<file path="src/rtl/systolic_feeder.sv">
`default_nettype none
// ============================================================================
// Module      : systolic_feeder
// Description : Loads A/B matrices one k-slice per beat, then drives skewed,
//               zero-padded operand streams into an NxN output-stationary
//               systolic array with matching enable and a one-cycle clear.
//               Completion is signalled with a result_valid/result_ack
//               handshake.
//               Optional macro SYSTOLIC_FEEDER_JOB_COUNT_EN adds a 16-bit
//               completed-job counter output (job_count).
// Revision    : 1.0 - initial release
// ============================================================================
module systolic_feeder #(
    parameter int DATA_WIDTH = 8,
    parameter int ARRAY_SIZE = 4
) (
    input  logic                               clk,
    input  logic                               rst,
    input  logic                               load_valid,
    output logic                               load_ready,
    input  logic [DATA_WIDTH*ARRAY_SIZE-1:0]   load_a_col,
    input  logic [DATA_WIDTH*ARRAY_SIZE-1:0]   load_b_row,
    output logic [DATA_WIDTH-1:0]              a_inputs [0:ARRAY_SIZE-1],
    output logic [DATA_WIDTH-1:0]              b_inputs [0:ARRAY_SIZE-1],
    output logic                               array_enable,
    output logic                               array_clear,
    output logic                               result_valid,
`ifdef SYSTOLIC_FEEDER_JOB_COUNT_EN
    output logic [15:0]                        job_count,
`endif
    input  logic                               result_ack
);

    localparam int             CW          = $clog2(3*ARRAY_SIZE) + 1;
    localparam logic [CW-1:0]  c_LAST_BEAT = CW'(ARRAY_SIZE - 1);
    localparam logic [CW-1:0]  c_LAST_STEP = CW'(3*ARRAY_SIZE - 2);

    typedef enum logic [1:0] {
        S_LOAD   = 2'd0,
        S_CLEAR  = 2'd1,
        S_STREAM = 2'd2,
        S_DONE   = 2'd3
    } state_t;

    state_t                 r_state;
    state_t                 w_state_nxt;
    logic [CW-1:0]          r_beat_cnt;
    logic [CW-1:0]          r_step_cnt;
    logic [CW-1:0]          w_step_nxt;
    logic                   w_fire;

    logic [DATA_WIDTH-1:0]  r_a_buf [ARRAY_SIZE][ARRAY_SIZE];   // [i][k]
    logic [DATA_WIDTH-1:0]  r_b_buf [ARRAY_SIZE][ARRAY_SIZE];   // [k][j]
    logic [DATA_WIDTH-1:0]  w_a_nxt [ARRAY_SIZE];
    logic [DATA_WIDTH-1:0]  w_b_nxt [ARRAY_SIZE];
    logic [DATA_WIDTH-1:0]  r_a_out [ARRAY_SIZE];
    logic [DATA_WIDTH-1:0]  r_b_out [ARRAY_SIZE];

    logic                   r_load_ready;
    logic                   r_enable;
    logic                   r_clear;
    logic                   r_result_valid;

    assign w_fire = load_valid && r_load_ready;

    // Next-state and next-step selection
    always_comb begin
        w_state_nxt = r_state;
        w_step_nxt  = '0;
        case (r_state)
            S_LOAD: begin
                if (w_fire && (r_beat_cnt == c_LAST_BEAT)) begin
                    w_state_nxt = S_CLEAR;
                end
            end
            S_CLEAR: begin
                w_state_nxt = S_STREAM;
            end
            S_STREAM: begin
                if (r_step_cnt == c_LAST_STEP) begin
                    w_state_nxt = S_DONE;
                end else begin
                    w_step_nxt = r_step_cnt + 1'b1;
                end
            end
            S_DONE: begin
                if (result_ack) begin
                    w_state_nxt = S_LOAD;
                end
            end
            default: w_state_nxt = S_LOAD;
        endcase
    end

    // State, beat counter and step counter registers
    always_ff @(posedge clk or posedge rst) begin
        if (rst) begin
            r_state    <= S_LOAD;
            r_beat_cnt <= '0;
            r_step_cnt <= '0;
        end else begin
            r_state    <= w_state_nxt;
            r_step_cnt <= w_step_nxt;
            if (r_state != S_LOAD) begin
                r_beat_cnt <= '0;
            end else if (w_fire) begin
                r_beat_cnt <= r_beat_cnt + 1'b1;
            end
        end
    end

    // Operand buffer capture; contents are don't-care until fully reloaded
    always_ff @(posedge clk) begin
        for (int k = 0; k < ARRAY_SIZE; k++) begin
            if (w_fire && (r_beat_cnt == CW'(k))) begin
                for (int i = 0; i < ARRAY_SIZE; i++) begin
                    r_a_buf[i][k] <= load_a_col[i*DATA_WIDTH +: DATA_WIDTH];
                    r_b_buf[k][i] <= load_b_row[i*DATA_WIDTH +: DATA_WIDTH];
                end
            end
        end
    end

    // Skew selection for the step that will be current next cycle; an index
    // t-i outside 0..N-1 simply matches no k, yielding the zero padding.
    always_comb begin
        for (int i = 0; i < ARRAY_SIZE; i++) begin
            w_a_nxt[i] = '0;
            w_b_nxt[i] = '0;
        end
        if (w_state_nxt == S_STREAM) begin
            for (int i = 0; i < ARRAY_SIZE; i++) begin
                for (int k = 0; k < ARRAY_SIZE; k++) begin
                    if (w_step_nxt == CW'(i + k)) begin
                        w_a_nxt[i] = r_a_buf[i][k];
                        w_b_nxt[i] = r_b_buf[k][i];
                    end
                end
            end
        end
    end

    // Registered outputs, decoded from the next state so they align with it
    always_ff @(posedge clk or posedge rst) begin
        if (rst) begin
            r_load_ready   <= 1'b0;
            r_enable       <= 1'b0;
            r_clear        <= 1'b0;
            r_result_valid <= 1'b0;
            for (int i = 0; i < ARRAY_SIZE; i++) begin
                r_a_out[i] <= '0;
                r_b_out[i] <= '0;
            end
        end else begin
            r_load_ready   <= (w_state_nxt == S_LOAD);
            r_enable       <= (w_state_nxt == S_STREAM);
            r_clear        <= (w_state_nxt == S_CLEAR);
            r_result_valid <= (w_state_nxt == S_DONE);
            for (int i = 0; i < ARRAY_SIZE; i++) begin
                r_a_out[i] <= w_a_nxt[i];
                r_b_out[i] <= w_b_nxt[i];
            end
        end
    end

    assign load_ready   = r_load_ready;
    assign array_enable = r_enable;
    assign array_clear  = r_clear;
    assign result_valid = r_result_valid;

    generate
        for (genvar g = 0; g < ARRAY_SIZE; g++) begin : g_out
            assign a_inputs[g] = r_a_out[g];
            assign b_inputs[g] = r_b_out[g];
        end
    endgenerate

`ifdef SYSTOLIC_FEEDER_JOB_COUNT_EN
    logic [15:0] r_job_count;

    // Count completed jobs at each result_ack handshake; wraps naturally
    always_ff @(posedge clk or posedge rst) begin
        if (rst) begin
            r_job_count <= '0;
        end else if ((r_state == S_DONE) && result_ack) begin
            r_job_count <= r_job_count + 16'd1;
        end
    end

    assign job_count = r_job_count;
`endif

endmodule
`default_nettype wire

</file>
<file path="config.mk">
export PLATFORM = sky130hd
export DESIGN_NAME = systolic_feeder
export DESIGN_NICKNAME = d
export VERILOG_FILES = /design/src/rtl/systolic_feeder.sv
export SDC_FILE = /design/constraint.sdc
export NUM_CORES = 1
export LEC_CHECK = 0
export CORE_MARGIN = 8
export CORE_UTILIZATION = 60
export DETAILED_ROUTE_END_ITERATION = 8
export PLACE_DENSITY = 0.84
export REMOVE_ABC_BUFFERS = 1
export SYNTH_ARGS = -nofsm -noshare
export SYNTH_HDL_FRONTEND = slang
export SYNTH_SLANG_ARGS = --single-unit
</file>
<file path="constraint.sdc">
create_clock -name clk -period 21.3 [get_ports clk]
set_input_delay 4.26 -clock clk [delete_from_list [all_inputs] [get_ports clk]]
set_output_delay 4.26 -clock clk [all_outputs]
set_load 0.02 [all_outputs]
</file>
### After elaboration in Yosys (flattened, before gate mapping)

Memory sizes are Yosys's and may differ from the RTL's.
Cells that the tools add are included.

| word-level totals | value |
|---|---|
| input port bits | 68 |
| register bits after elaboration | 80 |
| word-level logic and storage cells | 108 |
| memories | 2 |
| bits in writable memories | 256 |

| cells by class | value |
|---|---|
| muxes and demuxes | 59 |
| $add $sub $neg | 2 |
| reductions and logical operators | 14 |
| equal/unequal tests | 16 |

Memories:

| memory | words | bits a word | read ports | clocked after Yosys merged registers in | write ports | line | text |
|---|---|---|---|---|---|---|---|
| r_a_buf | 4 | 32 | 4 | 0 | 4 | 52 | `logic [DATA_WIDTH-1:0] r_a_buf [ARRAY_SIZE][ARRAY_SIZE];` |
| r_b_buf | 4 | 32 | 4 | 0 | 1 | 53 | `logic [DATA_WIDTH-1:0] r_b_buf [ARRAY_SIZE][ARRAY_SIZE];` |

Operator list:

| operator | count |
|---|---|
| 8-bit 2-to-1 mux | 32 |
| 32-bit 2-to-1 mux | 5 |
| 32-bit OR reduction | 3 |
| 5-bit by 2-bit == test with 1-bit output, second input constant | 4 |
| 5-bit 2-to-1 mux | 4 |
| 5-bit by 3-bit == test with 1-bit output, second input constant | 3 |
| 2-bit 2-to-1 mux | 6 |
| 1-bit 2-to-1 mux | 11 |
| 5-bit by 1-bit adder with 5-bit output, second input constant | 2 |
| 5-bit by 1-bit == test with 1-bit output, second input constant | 2 |
| 5-bit logical NOT | 2 |
| 2-bit == test, second input constant | 4 |
| 2-bit case mux with 4 select lines | 1 |
| 5-bit by 4-bit == test with 1-bit output, second input constant | 1 |
| 1-bit logical AND | 5 |
| 2-bit by 1-bit == test with 1-bit output, second input constant | 2 |
| 2-bit logical NOT | 2 |
| 2-bit nonzero test | 2 |

### Logic depth before layout (Yosys ltp)

| depth | value |
|---|---|
| word-level depth | 9 |
| depth in mapped cells | 9 |

### Worst setup path after synthesis

No wires, ideal clock.

| timing | value |
|---|---|
| path type | in2reg |
| start | in load_valid |
| end | reg r_state[0] |
| setup time | 63 ps |
| stages | 6 |
| path slack | 9717 ps |
| arrival time | 11521 ps |
| data required time | 21237 ps |
| cell sequence | and2_1 > clkbuf_1 > nand2_1 > nor4_1 > and2_1 > or2_2 |

| on the way | value |
|---|---|
| word-level cells in the longest chain between the ends | 4 |

RTL lines:

| what | line | text |
|---|---|---|
| from (decl) | 19 | `input logic load_valid,` |
| 1-bit logical AND | 64 | `assign w_fire = load_valid && r_load_ready;` |
| 1-bit logical AND | 72 | `if (w_fire && (r_beat_cnt == c_LAST_BEAT)) begin` |
| 2-bit 2-to-1 mux | 72 |  |
| 2-bit case mux with 4 select lines | 70 | `case (r_state)` |
| via w_state_nxt[0] | 46 | `state_t w_state_nxt;` |
| to (signal assigned) | 102 | `r_state <= w_state_nxt;` |
| to (decl) | 45 | `state_t r_state;` |

The timed path passes the listed nets, and every way through them passes these cells.
A chain may end at the register's enable or synchronous reset.

==> impl_metrics.json <==
{
  "status": "completed",
  "relSlewSlack_pct": 24.7,
  "post-route-period-util_pct": 32.4,
  "gp_congestion": 0.781,
  "cts_resized": 0,
  "critPathMaxStageDelay_ps": 1020,
  "ys_ff_latch": 336,
  "die_h_um": 159,
  "final-setup-viol-count": 0,
  "fillCellCount": 1125,
  "synth_area_um2": 12300,
  "cts_inserted_buffers": 34,
  "crit_fanout": 41,
  "ioPinCount": 136,
  "final_common_cell": "edfxtp_1",
  "core_um2": 20200,
  "grt_overflow": 0,
  "multi_input_area_um2": 2440,
  "fin_cells": 1206,
  "synth_edf_count": 256,
  "row_count": 52,
  "drv_slew": 0,
  "post-route-min-period_ps": 6910,
  "path_delay_family": "simple AND/OR/NAND/NOR gates",
  "grt_usage_pct": 21.1,
  "clk_pin_slew_ps": 60,
  "syn2layout_area_growth_pct": 22.1,
  "vias_per_cell": 6.04,
  "dr.first_iter.drc_count": 829,
  "end_kind": "flip-flop",
  "ys_seq_area_share_pct": 78.7,
  "cts_hold_buf": 0,
  "dp.cells": 1143,
  "rsz0062_at_grt": "no",
  "antenna_found_initial": 2,
  "ys_warn_count": 0,
  "start_util_pct": 61.0,
  "skew_ps": 30.3,
  "drv_cap": 0,
  "routed-via-count": 7282,
  "startpoint_type": "input port",
  "wl_mm": 27.7,
  "critPathArrivalTime_ps": 7070,
  "dieWidth_um": 159,
  "dp_hpwl_mm": 15.7,
  "peakVddDrop_mv": 0.0671,
  "met3_usage_pct": 4.24,
  "crit_required_ps": 21470,
  "drc": 0,
  "crit_chain": "clkdlybuf4s50_1, nand2_1, nor4_1, and2_2, nor2b_2, buf_4",
  "clock_latency_ps": 510,
  "ys.flop_type": "edfxtp_1",
  "cts_root_buf": "clkbuf_16",
  "ant_nets": 0,
  "path_buf_inv": 2,
  "fmax_mhz": 145,
  "fin_hold_ws_ps": 448,
  "grt_max_degree": 81,
  "clock-sinks": 336,
  "htree_levels": 2,
  "p_leak_nw": 5.38,
  "final-seq-area_um2": 9690,
  "grt_pass1_wl_mm": 41.9,
  "cts_tree": "done",
  "utilization_pct": 74.5,
  "fin_setup_tns_ps": 0,
  "layout-drive-gt1-share_pct": 8.14,
  "finalNetCount": 983,
  "grt_pass1_vias": 7423,
  "worst_slew_pin_slew_ps": 1130,
  "dpl_cell_area_um2": 14000,
  "hold_viol_final": 0,
  "synth_cells": 767,
  "gr-usage-met2_pct": 35.5,
  "clockBufferDepth": 3,
  "critical_path_class": "in -> reg",
  "use_met1_pct": 26.8,
  "ys_types": 43,
  "syn_area_per_cell_um2": 16.0,
  "power_density_nw_per_um2": 136,
  "final_cell_mix": "edfxtp_1 (256), clkdlybuf4s50_1 (135), dfrtp_1 (80), nand2_1 (64), a21oi_1 (52)",
  "fin_area_um2": 15000,
  "die_area_um2": 25300,
  "hold_class": "reg -> reg",
  "io_buffers": 135,
  "async_flop_share_pct": 23.8,
  "grt-busiest-layer": "met2",
  "post_cts_buffers": 0,
  "firstDrtPassIters": 7,
  "slowest_stage": "and2_2",
  "post_drt_wl_per_cell_um": 23.0
}
-- worst reg2reg max path: stages, from the launching register on --
cell	delay, ps
dfrtp_1	460
ha_1	330
nand4_1	150
or2_1	360
a21oi_1	850
nor3b_4	870
o2bb2ai_1	240
-- Yosys cell counts (all sizes together), types with 11 or more instances --
| master | n | area [µm²] |
|---|---|---|
| a222oi | 16 | 160 |
| inv | 11 | 41.3 |
| and2 | 32 | 200 |
| a21oi | 52 | 260 |
| buf | 13 | 70.1 |
| clkbuf | 28 | 105 |
| o21ai | 33 | 165 |
| nor2 | 30 | 115 |
| nand2 | 64 | 240 |
| edfxtp | 256 | 7690 |
| nor2b | 27 | 169 |
| dfrtp | 80 | 2000 |
| o2bb2ai | 16 | 140 |
| a2bb2oi | 32 | 280 |
-- final timing paths --
| kind | start | cells after the start | end | slack [ps] |
|---|---|---|---|---|
| worst max-delay path | load_valid | 6 | r_a_buf[0][26]$_DFFE_PP_ | 14390 |
| worst min-delay path | r_b_buf[1][22]$_DFFE_PP_ | 2 | b_inputs[22]$_DFF_PP0_ | 450 |
| worst max register to register | r_step_cnt[0]$_DFF_PP0_ | 6 | b_inputs[6]$_DFF_PP0_ | 17930 |
| worst min register to register | r_b_buf[1][22]$_DFFE_PP_ | 2 | b_inputs[22]$_DFF_PP0_ | 450 |
| max in group asynchronous | rst | 2 | b_inputs[31]$_DFF_PP0_ | 16260 |
| min in group asynchronous | rst | 2 | b_inputs[1]$_DFF_PP0_ | 4370 |
-- layout make-up --
class,count,share of cell area (%)
Antenna cell,2,0.0333
Clock buffer,49,6.31
Clock inverter,12,0.766
Inverter,11,0.292
Multi-Input combinational cell,379,16.2
Sequential cell,336,64.5
Tap cell,270,2.25
Timing Repair Buffer,147,9.60
-- per-layer routing --
layer,wire (µm),part of all wire (%)
met3,1950,7.0
met4,623,2.2
met2,14500,52
met1,10600,38
met5,0,0
-- kinds of logic after synthesis --
kind of cell	share of synthesized area (%)
flip-flops	78.7
XOR/XNOR	0.631
buffers and inverters	1.76
AO/OA/AOI/OAI	10.8
AND/OR/NAND/NOR	7.49
adder cells (fa/ha/maj)	0.610
-- flip-flops by register name, summed over array words and instances, names as in the netlist, 2 cells and up --
name	count
r_a_buf	128
a_inputs	32
r_step_cnt	5
b_inputs	32
r_b_buf	128
r_beat_cnt	5
r_state	2
-- where the power goes --
part / switching [W] / total (W) / internal, W
combinational: 0.000409 / 0.000662 / 0.000253
clock: 0.000233 / 0.000568 / 0.000335
sequential: 0.0000266 / 0.000815 / 0.000789
total: 0.000668 / 0.00204 / 0.00138
-- metrics by stage --
| stage | total power, W | setup slack, ps |
|---|---|---|
| 2_1_floorplan | 0.00121 | 9810 |
| 3_3_place_gp | 0.00146 | 14050 |
| 3_5_place_dp | 0.00147 | 13930 |
| 4_1_cts | 0.00205 | 14360 |
| 5_1_grt | 0.00213 | 14190 |
| 6_report | 0.00204 | 14390 |
(Power assumes the default switching activity.)
